`src/rtl/pgm_deal_arbiter.sv`:
```
`default_nettype none
//==============================================================================
// Module   : pgm_deal_arbiter
// Purpose  : Round-based card dealer. One free-running 16-bit Galois LFSR is
//            shared among four players through a round-robin arbiter. Each
//            grant deals one card (1..8) into the player's hand, and busts are
//            flagged. When the round closes, the unique best non-busted hand is
//            reported. Sequence: IDLE -> DEAL -> SETTLE -> DONE.
// Ports    : CLK, RESET (sync, active-high)
//            START      - pulse, opens a round from IDLE or DONE
//            STOP       - pulse, closes the round while dealing
//            REQ[3:0]   - per-player draw request (level)
//            GNT[3:0]   - one-hot grant, one cycle per card
//            GNT_ID     - granted player index, with CARD_VALID
//            CARD       - dealt card value, with CARD_VALID
//            CARD_VALID - card strobe, coincident with GNT
//            BUST[3:0]  - sticky per-round bust flags
//            OUT_VALID  - result valid (DONE state)
//            WIN        - {0,idx} for a unique winner, 3'b100 otherwise
//            SUM        - winning hand, 0 when there is no winner
// Options  : PGM_DECK_LIMIT_EN - when defined, limits a round to DECK_SIZE
//            cards and then closes the round automatically.
// Revision : 1.0 - initial release
//==============================================================================
module pgm_deal_arbiter #(
    parameter int          MAXH      = 10,
    parameter logic [15:0] SEED      = 16'hACE1,
    parameter int          DECK_SIZE = 32
) (
    input  logic       CLK,
    input  logic       RESET,
    input  logic       START,
    input  logic       STOP,
    input  logic [3:0] REQ,
    output logic [3:0] GNT,
    output logic [1:0] GNT_ID,
    output logic [3:0] CARD,
    output logic       CARD_VALID,
    output logic [3:0] BUST,
    output logic       OUT_VALID,
    output logic [2:0] WIN,
    output logic [3:0] SUM
);

    localparam logic [4:0]  c_BUST_LIMIT = 5'(MAXH);
    localparam logic [15:0] c_LFSR_MASK  = 16'hB400;
    localparam logic [2:0]  c_NO_WIN     = 3'b100;

    typedef enum logic [1:0] {
        S_IDLE   = 2'd0,
        S_DEAL   = 2'd1,
        S_SETTLE = 2'd2,
        S_DONE   = 2'd3
    } state_t;

    state_t     r_state;
    logic [15:0] r_lfsr;
    logic [1:0]  r_rr_ptr;
    logic [4:0]  r_hand [4];

    logic [15:0] w_lfsr_next;
    logic [3:0]  w_card;
    logic [3:0]  w_eligible;
    logic        w_grant;
    logic [1:0]  w_gnt_idx;
    logic [4:0]  w_new_hand;
    logic [3:0]  w_bust_next;
    logic        w_end_deal;
    logic        w_deck_empty;
    logic [3:0]  w_max;
    logic [1:0]  w_max_idx;
    logic        w_any;
    logic        w_tie;
    logic [2:0]  w_win;
    logic [3:0]  w_sum;

`ifdef PGM_DECK_LIMIT_EN
    localparam logic [5:0] c_DECK = 6'(DECK_SIZE);
    logic [5:0] r_dealt;
    assign w_deck_empty = (r_dealt >= c_DECK);
`else
    assign w_deck_empty = 1'b0;
`endif

    assign w_lfsr_next = r_lfsr[0] ? ((r_lfsr >> 1) ^ c_LFSR_MASK) : (r_lfsr >> 1);
    assign w_card      = {1'b0, r_lfsr[2:0]} + 4'd1;

    // The player granted last cycle is excluded, so a requester has a cycle
    // to drop REQ after seeing its grant.
    assign w_eligible  = REQ & ~BUST & ~GNT & {4{~w_deck_empty}};
    assign w_grant     = |w_eligible;

    // Cyclic priority search starting at r_rr_ptr. Scanning offsets from high
    // to low lets the closest eligible index overwrite farther ones.
    always_comb begin
        w_gnt_idx = r_rr_ptr;
        for (int k = 3; k >= 0; k--) begin
            if (w_eligible[r_rr_ptr + 2'(k)]) begin
                w_gnt_idx = r_rr_ptr + 2'(k);
            end
        end
    end

    assign w_new_hand = r_hand[w_gnt_idx] + {1'b0, w_card};

    always_comb begin
        w_bust_next = BUST;
        if (w_grant) begin
            w_bust_next[w_gnt_idx] = (w_new_hand > c_BUST_LIMIT);
        end
    end

    assign w_end_deal = STOP | (&w_bust_next) | w_deck_empty;

    // Settlement over non-busted hands; these are all <= MAXH, so 4 bits hold
    // the maximum.
    always_comb begin
        w_max     = '0;
        w_max_idx = '0;
        w_any     = 1'b0;
        w_tie     = 1'b0;
        for (int i = 0; i < 4; i++) begin
            if (!BUST[i]) begin
                if (!w_any || (r_hand[i] > {1'b0, w_max})) begin
                    w_max     = r_hand[i][3:0];
                    w_max_idx = 2'(i);
                    w_any     = 1'b1;
                    w_tie     = 1'b0;
                end else if (r_hand[i] == {1'b0, w_max}) begin
                    w_tie = 1'b1;
                end
            end
        end
        if (!w_any || w_tie) begin
            w_win = c_NO_WIN;
            w_sum = '0;
        end else begin
            w_win = {1'b0, w_max_idx};
            w_sum = w_max;
        end
    end

    always_ff @(posedge CLK) begin
        if (RESET) begin
            r_state    <= S_IDLE;
            r_lfsr     <= SEED;
            r_rr_ptr   <= '0;
            for (int i = 0; i < 4; i++) r_hand[i] <= '0;
            GNT        <= '0;
            GNT_ID     <= '0;
            CARD       <= '0;
            CARD_VALID <= 1'b0;
            BUST       <= '0;
            OUT_VALID  <= 1'b0;
            WIN        <= c_NO_WIN;
            SUM        <= '0;
`ifdef PGM_DECK_LIMIT_EN
            r_dealt    <= '0;
`endif
        end else begin
            r_lfsr <= w_lfsr_next;
            case (r_state)
                S_IDLE, S_DONE: begin
                    GNT        <= '0;
                    CARD_VALID <= 1'b0;
                    if (START) begin
                        for (int i = 0; i < 4; i++) r_hand[i] <= '0;
                        BUST      <= '0;
                        OUT_VALID <= 1'b0;
                        WIN       <= c_NO_WIN;
                        SUM       <= '0;
`ifdef PGM_DECK_LIMIT_EN
                        r_dealt   <= '0;
`endif
                        r_state   <= S_DEAL;
                    end
                end
                S_DEAL: begin
                    if (w_grant) begin
                        GNT               <= 4'b0001 << w_gnt_idx;
                        GNT_ID            <= w_gnt_idx;
                        CARD              <= w_card;
                        CARD_VALID        <= 1'b1;
                        r_hand[w_gnt_idx] <= w_new_hand;
                        r_rr_ptr          <= w_gnt_idx + 2'd1;
                        BUST              <= w_bust_next;
`ifdef PGM_DECK_LIMIT_EN
                        r_dealt           <= r_dealt + 6'd1;
`endif
                    end else begin
                        GNT        <= '0;
                        CARD_VALID <= 1'b0;
                    end
                    if (w_end_deal) begin
                        r_state <= S_SETTLE;
                    end
                end
                S_SETTLE: begin
                    GNT        <= '0;
                    CARD_VALID <= 1'b0;
                    WIN        <= w_win;
                    SUM        <= w_sum;
                    OUT_VALID  <= 1'b1;
                    r_state    <= S_DONE;
                end
                default: r_state <= S_IDLE;
            endcase
        end
    end

endmodule
`default_nettype wire
```
`config.mk`:
```
export PLATFORM = sky130hd
export DESIGN_NAME = pgm_deal_arbiter
export DESIGN_NICKNAME = d
export VERILOG_FILES = /design/src/rtl/pgm_deal_arbiter.sv
export SDC_FILE = /design/constraint.sdc
export NUM_CORES = 1
export LEC_CHECK = 0
export ABC_AREA = 1
export BUFFER_PORTS_ARGS = -buffer_cell sky130_fd_sc_hd__buf_2
export CORE_MARGIN = 3
export CORE_UTILIZATION = 25
export CTS_CLUSTER_DIAMETER = 100
export CTS_CLUSTER_SIZE = 24
export DETAILED_ROUTE_END_ITERATION = 10
export PLACE_DENSITY = 0.44
export SLEW_MARGIN = 40
export SYNTH_ARGS = -nofsm -noshare
export SYNTH_HDL_FRONTEND = slang
export SYNTH_SLANG_ARGS = --single-unit
```
`constraint.sdc`:
```
create_clock -name CLK -period 6.4 [get_ports CLK]
set_clock_uncertainty 0.2 [all_clocks]
set_input_delay 0.32 -clock CLK [delete_from_list [all_inputs] [get_ports CLK]]
set_output_delay 0.32 -clock CLK [all_outputs]
set_load 0.005 [all_outputs]
```
# After elaboration in Yosys (flattened, before gate mapping)
# Memories as Yosys holds them, arrays and structs flattened.
# Cells that the tools add are included.
# op_classes
n_addsub	6
n_lt_le_gt_ge	10
eq_ne	9
n_shift	1
muxes	79
n_bitwise	10
reduce_logical	20
# ops
cell	count
$mux W4	12
$mux W1	35
$mux W5	5
$pmux W4 S2	3
$mux W2	11
$mux W16	1
$eq A5 B4 Y1	3
$gt A5 B4 Y1	3
$lt A2 B3 Y1 const B	5
$and A4 B4 Y4	2
$bmux W1 S2	4
$not A4 Y4	2
$mux W3	2
$ne A2 B2 Y1 const B	3
$pmux W2 S3	1
$pmux W3 S2	1
$reduce_and A2 Y1	3
$add A5 B4 Y5	1
$gt A5 B4 Y1 const B	1
$or A1 B1 Y1	5
$reduce_or A5 Y1	1
$add A2 B1 Y2 const B	2
$add A2 B2 Y2 const B	2
$add A3 B1 Y4 const B	1
18 further kinds	26
# word_totals
register_bits	43
mem_bits_rw	20
inputBits	8
out_inout_bits	23
wordCells	147
mem_count	1
# memory_table
name	depth	word_bits	rd	rd_clocked_by_memory_dff	write_ports	line	source
r_hand	4	5	5	0	4	59	logic [4:0] r_hand [4];

# Longest topological paths before layout
# Gate-level depths: netlist of the first run.
# logic_depth
word_depth	19
depth_mapped	35
mapped_depth_nobuf	35

# Least setup slack after synthesis of the first run
# No wires, ideal clock.
# synth_timing
path_type	reg2reg
startpoint	register BUST[0]
endpoint	register WIN[1]
setup_time_ps	71
arrival_ps	4366
t_required_ps	6129
setup_slack_ps	1763
path_stages_with_launch	32
n_path_buf	0
synth_period_minus_slack_ps	4637
path_cell_list	dfxtp_1 inv_2 nand2_1 ha_1 inv_1 nor2_1 nand3_1 o221ai_1 nand2_1 a21oi_1 inv_1 o21ai_0 ha_1 a21oi_1 o221ai_1 nand2_1 nand2_1 nand2_1 inv_1 o21ai_0 inv_1 ha_1 inv_1 nor2_1 nand3_1 o221ai_1 a21oi_1 nor2_1 inv_1 a31oi_1 o21ai_0 a21oi_1
# synth_between
elab_chain_len	17
elab_cells_between_ends	40
classes_between	order compare: 3; eq/ne: 3; mux: 27; reduce/logical: 7
# synth_lines
item	line	source
from (decl)	39	output logic [3:0] BUST,
from (signal assigned)	186	BUST <= w_bust_next;
$mux W4	123	if (!BUST[i]) begin
$gt A5 B4 Y1	124	if (!w_any || (r_hand[i] > {1'b0, w_max})) begin
$logic_or A1 B1 Y1	124	
$mux W4 or $mux W1 (tied branches)	124	
$mux W4 or $mux W1 (tied branches)	123	
$gt A5 B4 Y1 or $logic_not A1 Y1 (tied branches)	124	
$logic_or A1 B1 Y1	124	
$mux W4 or $mux W1 (tied branches)	124	
$mux W4 or $mux W1 (tied branches)	123	
$gt A5 B4 Y1 or $logic_not A1 Y1 (tied branches)	124	
$logic_or A1 B1 Y1	124	
$mux W1	124	
$mux W1	123	
$logic_not A1 Y1	134	if (!w_any || w_tie) begin
$logic_or A1 B1 Y1	134	
$mux W3 (*)	134	
$pmux W3 S2 (*)	162	case (r_state)
to (signal assigned)	155	WIN <= c_NO_WIN;
to (signal assigned)	170	WIN <= c_NO_WIN;
to (signal assigned)	201	WIN <= w_win;
to (decl)	41	output logic [2:0] WIN,
# Every way passes the cells marked *; elsewhere a longest branch is shown, timed or not.
# A chain may end at the register's enable or synchronous reset.

# Worst setup path in the final report of the first run
# layout_timing
startpoint	register BUST[0]
endpoint	register SUM[2]
# layout_between
elab_chain_len	17
elab_cells_between_ends	38
classes_between	order compare: 3; eq/ne: 3; mux: 25; reduce/logical: 7
# layout_lines
item	line	source
$mux W4	123	
$gt A5 B4 Y1	124	
$logic_or A1 B1 Y1	124	
$mux W4 or $mux W1 (tied branches)	124	
$mux W4 or $mux W1 (tied branches)	123	
$gt A5 B4 Y1 or $logic_not A1 Y1 (tied branches)	124	
$logic_or A1 B1 Y1	124	
$mux W4 or $mux W1 (tied branches)	124	
$mux W4 or $mux W1 (tied branches)	123	
$gt A5 B4 Y1 or $logic_not A1 Y1 (tied branches)	124	
$logic_or A1 B1 Y1	124	
$mux W1	124	
$mux W1	123	
$logic_not A1 Y1	134	
$logic_or A1 B1 Y1	134	
$mux W4 (*)	134	
$pmux W4 S2 (*)	162	
to (signal assigned)	202	SUM <= w_sum;
to (decl)	42	output logic [3:0] SUM
# Marked as above.

==> results of run 1 <==
## registers in the layout (all words and copies together), names as in the netlist
signal	flops
BUST	4
CARD	4
CARD_VALID	1
GNT	4
GNT_ID	2
OUT_VALID	1
SUM	4
WIN	3
r_hand	20
r_lfsr	16
r_rr_ptr	2
r_state	2
## worst max-delay path: cells and delay by family, from the launching register on
family,cells,cell delay (ps)
adder cells (fa/ha/maj),3,840
buffers and inverters,8,820
flip-flops,1,370
AND/OR/NAND/NOR,12,1210
AO/OA/AOI/OAI,10,1950
## layer usage
metal  part of all wire [%]  track usage [%]  vias up  routed length [um]
met5                      0                0        -                   0
met4                    1.6             4.40        0                 161
met3                    5.1             2.94       15                 507
met2                     45             20.4       70                4440
met1                     48             17.3     1455                4780
li1                       -                -     1566                   -
## per-stage QoR
step | hold slack (ps) | instances
3_3_place_gp | 190 | 650
4_1_cts | 184 | 666
5_1_grt | 221 | 666
2_1_floorplan | 188 | 451
3_5_place_dp | 193 | 650
6_report | 193 | 666
## cell type report
class	count	area [sq um]
inverters	64	245
fillers	1491	9400
clock inverters	6	43.8
repair buffers	30	150
well taps	176	220
multi-input cells	317	1800
flip-flops and latches	63	1460
clock buffers	10	239
## cell usage in the layout, fill, tap and decap left out, types with 2 or more instances in the layout
cell type / count
a21oi_1: 25
a21oi_2: 2
a31oi_1: 2
buf_2: 30
clkbuf_16: 9
clkinv_1: 2
clkinv_4: 2
clkinvlp_4: 2
dfxtp_1: 43
edfxtp_1: 20
ha_1: 26
inv_1: 56
inv_2: 5
nand2_1: 74
nand2_2: 4
nand2_4: 4
nand3_1: 29
nand3_2: 5
nand4_1: 7
nor2_1: 69
nor3_1: 2
o211ai_1: 6
o21ai_0: 32
o221ai_1: 3
o22ai_1: 3
or2_2: 6
xnor2_1: 2
xor2_1: 4
## path summary, 6_finish.rpt
path,endpoint,from
setup reg to reg,SUM[2],BUST[0]
hold / removal,r_state[1],STOP
hold reg to reg,r_lfsr[14],r_lfsr[15]
setup / recovery,SUM[2],BUST[0]
## kinds of logic (layout without fill, tap and decap cells)
kind of cell             count (synthesis)  in the layout  share of synthesized area (%)
AO/OA/AOI/OAI                           80             80                           13.4
buffers and inverters                   71            110                           7.87
XOR/XNOR                                 6              6                           1.48
AND/OR/NAND/NOR                        204            204                           26.3
adder cells (fa/ha/maj)                 27             27                           9.75
flip-flops                              63             63                           41.2
==> impl_metrics.yaml, run 1 <==
run_status:
  status: "completed"
synth:
  synth_top_area_share_pct: 24.3
  synth_cells: 451
  yosysMostFrequentCell: "nand2_1"
  synth.distinct_cells: 39
  yosys-top-cells-count: "74 x nand2_1, 69 x nor2_1, 56 x inv_1"
  yosysWarnings: 0
  async_reset_ff_share_pct: 0
  synth_area_sq_um: 3540
  synth-edff-count: 20
  synth_largest_area_cell: "dfxtp_1"
  synth_ff_type: "dfxtp_1"
  ys_ff_latch: 63
  ys_seq_area_share_pct: 41.2
  syn_area_per_cell_sq_um: 7.86
  yosys-top-cells-area: "dfxtp_1 24%, edfxtp_1 17%, ha_1 9.2%, nand2_1 7.8%, nor2_1 7.3%"
  syn-num-nets: 486
die:
  num_rows: 42
  die_h_um: 125
  die_x_um: 125
  io_pins: 31
  start_util_pct: 26.1
  dieArea_sq_um: 15600
  core_sq_um: 13600
place:
  dp_slack_ps: 1000
  gp_congestion: 0.912
  numPortBuffers: 30
  dpl_cell_area_sq_um: 3880
  hpwl_um: 7620
job:
  maxCapViolCount: 0
clock_tree:
  clockBufferDepth: 2
  cts_resized: 0
  path_clk_slew_ps: 60
  cts_sinks: 63
  cts_inserted_buffers: 9
  clkLatencyLatePin_ps: 340
  ctsHoldBuffers: 0
  cts-root-buf: "clkbuf_16"
  post_cts_buffers: 0
  cts_tree: "built"
  htreeDepth: 3
sta:
  hold_violations: 0
  setup_viol_count_final: 0
  worst_pin_slew_ps: 664
  finalCritPeriodShare_pct: 85.7
  rsz0062_at_grt: "false"
  slew_headroom_pct: 55.3
  slew_violations: 0
  fmax_mhz: 182
  fin_ws_ps: 916
  timing.final.crit_period_ps: 5480
  finalSetupTns_ps: 0
layout:
  final_area_sq_um: 4160
  diodes: 0
  area_growth_pct: 17.5
  final_util_pct: 30.7
  drive_above_1_share_pct: 15.5
  layout.nets: 520
setup_path:
  cp_slowest_cell: "a31oi_1"
  crit_required_ps: 6460
  critical_path_class: "register to register"
  endpoint_kind: "register"
  max_stage_delay_ps: 500
  arrival_ps: 5540
  worstPathMaxFanout: 9
  cp-start-kind: "register"
  reg2reg_depth: 33
  critical_path.most_common_cell: "inv_1"
  regToRegSetupSlack_ps: 920
route:
  avgViaCountPerCell: 4.66
  ant_nets: 0
  routedWlPerCell_um: 14.8
  first_pass_iters: 5
  drcViolationCount: 0
  first_iter_violations: 181
  wl_um: 9890
  vias: 3106
grt:
  track_usage_pct: 12.9
  grt-ovfl-total: 0
  grt_first_pass_wirelength_um: 16000
  grt_pass1_vias: 3121
  grt_max_degree: 33
  grt_antenna_before_repair: 0
min_path:
  hold_path_class: "input port to register"
  whs_path_depth: 5
Power of run 1 is not shown: default switching activity piles up to over one toggle a cycle in this logic, so the estimate is an artifact.
==> run 2, diff against run 1 <==
--- a/config.mk
+++ b/config.mk
@@ -7,13 +7,17 @@
 export LEC_CHECK = 0
 export ABC_AREA = 1
 export BUFFER_PORTS_ARGS = -buffer_cell sky130_fd_sc_hd__buf_2
+export CELL_PAD_IN_SITES_DETAIL_PLACEMENT = 1
+export CELL_PAD_IN_SITES_GLOBAL_PLACEMENT = 1
 export CORE_MARGIN = 3
 export CORE_UTILIZATION = 25
 export CTS_CLUSTER_DIAMETER = 100
 export CTS_CLUSTER_SIZE = 24
 export DETAILED_ROUTE_END_ITERATION = 10
-export PLACE_DENSITY = 0.44
+export PLACE_DENSITY = 0.54
+export SETUP_SLACK_MARGIN = 0.1
 export SLEW_MARGIN = 40
 export SYNTH_ARGS = -nofsm -noshare
 export SYNTH_HDL_FRONTEND = slang
 export SYNTH_SLANG_ARGS = --single-unit
+export TNS_END_PERCENT = 100
==> impl_metrics.yaml, run 2 (synthesis results as in run 1) <==
run_status:
  status: "completed"
layout:
  diodes: 0
  final_common_cell: "nand2_1"
  drive_above_1_share_pct: 15.7
  final_area_sq_um: 4190
  reg_top3: "r_hand: 20 flops, r_lfsr: 16 flops"
  layout_common_cells: "74 x nand2_1, 69 x nor2_1, 56 x inv_1"
  regArea_sq_um: 1460
  layout.nets: 520
  largest_reg_flops: 20
  top_register: "r_hand"
  multi_input_area_sq_um: 1810
  area_growth_pct: 18.3
  num-fill-cells: 1656
die:
  num_rows: 42
  die_h_um: 125
  io_pins: 31
  die_x_um: 125
  start_util_pct: 26.1
  core_sq_um: 13600
  dieArea_sq_um: 15600
setup_path:
  crit_required_ps: 6460
  critical_path_class: "register to register"
  max_stage_delay_ps: 360
  cp_slowest_cell: "dfxtp_1"
  cp-start-kind: "register"
  worstPathMaxFanout: 9
  endpoint_kind: "register"
  regToRegSetupSlack_ps: 1010
  critical_path.most_common_cell: "inv_1"
  arrival_ps: 5450
sta:
  finalCritPeriodShare_pct: 84.2
  hold_violations: 0
  worst_pin_slew_ps: 645
  finalSetupTns_ps: 0
  slew_violations: 0
  whs_ps: 206
  slew_headroom_pct: 56.8
  fin_ws_ps: 1010
  fmax_mhz: 186
  timing.final.crit_period_ps: 5390
  rsz0062_at_grt: "false"
  setup_viol_count_final: 0
grt:
  grt_max_degree: 33
  grt_first_pass_wirelength_um: 17300
  grt-ovfl-total: 0
  grt_pass1_vias: 3205
  track_usage_pct: 14.1
  grt_antenna_before_repair: 0
job:
  maxCapViolCount: 0
clock_tree:
  path_clk_slew_ps: 60
  cts_tree: "built"
  cts-root-buf: "clkbuf_16"
  htreeDepth: 3
  clockBufferDepth: 2
  cts_inserted_buffers: 9
  post_cts_buffers: 0
  clkLatencyLatePin_ps: 330
  cts_sinks: 63
route:
  ant_nets: 0
  first_pass_iters: 4
  first_iter_violations: 147
  wl_um: 10900
  avgViaCountPerCell: 4.71
  drcViolationCount: 0
  vias: 3140
  routedWlPerCell_um: 16.3
place:
  gp_congestion: 0.847
  hpwl_um: 8480
  dp_slack_ps: 870
  numPortBuffers: 30
  dpl_cell_area_sq_um: 3880
min_path:
  hold_path_class: "register to register"
[run 2: worst paths after layout]
check,start,end,cells after the start
max,BUST[0],SUM[0],33
min,r_lfsr[5],r_lfsr[4],2
max reg2reg,BUST[0],SUM[0],33
min reg2reg,r_lfsr[5],r_lfsr[4],2
[run 2: what timing repair did]
item	4_1_cts	5_1_grt
hold buffers	0	0
resized for setup	0	1
setup endpoints to repair	0	1
[run 2: critical path, delay by kind of cell (launching register included)]
family	cells	cell delay (ps)
AND/OR/NAND/NOR	12	1280
AO/OA/AOI/OAI	10	1780
buffers and inverters	8	840
adder cells (fa/ha/maj)	3	850
flip-flops	1	360
[run 2: cell type report]
class	instances	share of cell area [%]
clock buffers	10	5.70
well taps	176	5.26
inverters	64	5.85
repair buffers	30	3.58
multi-input cells	317	43.2
flip-flops and latches	63	34.9
clock inverters	6	1.55
[run 2: routing by layer]
metal	track usage, %	vias up	wire length, um
li1	-	1559	-
met1	18.6	1506	5170
met2	22.6	56	5050
met3	3.37	19	393
met4	4.97	0	236
met5	0	-	0
[run 2: per-stage QoR]
step,std cells,util [%]
after floorplan,451,-
after global routing,666,30.9
after detailed placement,650,28.6
after global placement,650,28.6
after CTS,666,30.9
final,666,30.9
Power of run 2 is left out for the same reason.
==> run 3, diff against run 2 <==
--- a/config.mk
+++ b/config.mk
@@ -14,7 +14,7 @@
 export CTS_CLUSTER_DIAMETER = 100
 export CTS_CLUSTER_SIZE = 24
 export DETAILED_ROUTE_END_ITERATION = 10
-export PLACE_DENSITY = 0.54
+export PLACE_DENSITY = 0.56
 export SETUP_SLACK_MARGIN = 0.1
 export SLEW_MARGIN = 40
 export SYNTH_ARGS = -nofsm -noshare
==> constraint.sdc (replaced) <==
create_clock -name CLK -period 4.7 [get_ports CLK]
set_clock_uncertainty 0.2 [all_clocks]
set_input_delay 0.235 -clock CLK [delete_from_list [all_inputs] [get_ports CLK]]
set_output_delay 0.235 -clock CLK [all_outputs]
set_load 0.005 [all_outputs]
==> impl_metrics.yaml, run 3 (synthesis results as in run 1) <==
route:
  ant_nets: 0
  drcViolationCount: 0
  vias: 3406
  wl_um: 12300
  routedWlPerCell_um: 17.1
  first_pass_iters: 4
  avgViaCountPerCell: 4.75
  first_iter_violations: 113
sta:
  hold_violations: 0
  setup_viol_count_final: 0
  slew_headroom_pct: 46.7
  worst_pin_slew_ps: 793
  finalCritPeriodShare_pct: 96.9
  finalSetupTns_ps: 0
  slew_violations: 0
  fmax_mhz: 220
  timing.final.crit_period_ps: 4550
  rsz0062_at_grt: "true"
grt:
  grt_first_pass_wirelength_um: 18900
  track_usage_pct: 15.5
  grt_pass1_vias: 3623
  grt-ovfl-total: 0
  grt_antenna_before_repair: 0
  grt_max_degree: 33
setup_path:
  worstPathMaxFanout: 7
  critical_path_class: "register to register"
  endpoint_kind: "register"
  cp_slowest_cell: "dfxtp_2"
  critical_path.most_common_cell: "buf_4"
  worst-path-buf-inv: 14
  arrival_ps: 4610
  max_stage_delay_ps: 330
  crit_family: "buffers and inverters"
  cp-start-kind: "register"
  crit_required_ps: 4760
die:
  start_util_pct: 26.1
  dieArea_sq_um: 15600
  num_rows: 42
  die_h_um: 125
  die_x_um: 125
  io_pins: 31
  core_sq_um: 13600
job:
  maxCapViolCount: 0
layout:
  area_growth_pct: 37.9
  layout_common_cells: "65 x nor2_1, 62 x nand2_1, 47 x inv_1, 47 x buf_4, 42 x dfxtp_1"
  reg_top3: "r_hand: 20 flops, r_lfsr: 16 flops"
  final_common_cell: "nor2_1"
  drive_above_1_share_pct: 34.0
  num-fill-cells: 1639
  top_register: "r_hand"
  diodes: 0
  layout.nets: 571
  largest_reg_flops: 20
place:
  numPortBuffers: 30
  gp_congestion: 0.851
  hpwl_um: 8770
clock_tree:
  ctsHoldBuffers: 0
  cts-root-buf: "clkbuf_16"
  cts_inserted_buffers: 9
  htreeDepth: 3
  cts_sinks: 63
  path_clk_slew_ps: 60
  clkLatencyLatePin_ps: 340
  cts_tree: "built"
  clockBufferDepth: 2
min_path:
  hold_path_class: "input port to register"
run_status:
  status: "completed"
run 3: area by class of cell:
cell class	count	area [sq um]	area share [%]
clock buffers	10	239	4.89
clock inverters	6	66.3	1.36
inverters	64	254	5.20
multi-input cells	317	2100	42.9
flip-flops and latches	63	1460	29.9
well taps	176	220	4.51
repair buffers	81	548	11.2
run 3: worst paths after layout:
path | from | to | slack [ps] | depth (start not counted)
worst min-delay path | STOP | r_state[1] | 120 | 5
worst min register to register | r_lfsr[12] | r_lfsr[11] | 210 | 1
worst max register to register | BUST[0] | SUM[1] | 150 | 34
worst max-delay path | BUST[0] | SUM[1] | 150 | 34
run 3: timing repair:
action / CTS / global route
resized for setup: 43 / 41
setup buffers: 31 / 7
pin swaps: 25 / 27
endpoints found under the setup margin: 7 / 9
run 3: metrics by stage:
stage / util, % / std cells / hold slack, ps / setup slack [ps] / area, sq um
floorplan: - / 451 / 188 / 150 / 3550
global placement: 29.5 / 665 / 194 / -98.9 / 4000
detailed placement: 29.5 / 665 / 198 / -286 / 4000
CTS: 34.4 / 711 / 120 / 62.1 / 4660
global route: 36.0 / 717 / 166 / -127 / 4890
finish: 36.0 / 717 / 122 / 146 / 4890
run 3: layer usage:
layer	vias to the layer above	part of all wire, %	track usage, %
li1	1665	-	-
met1	1655	43	18.2
met2	60	51	27.6
met3	26	3.0	3.67
met4	0	2.6	5.17
met5	-	0	0
run 3: worst register-to-register path, delay by kind of cell (launching register included):
kind / cells / cell delay [ps]
flops: 1 / 330
fa+ha+maj: 2 / 540
simple gates: 8 / 690
buf+inv: 14 / 1490
compound gates: 10 / 1240
Power of run 3 is left out for the same reason.
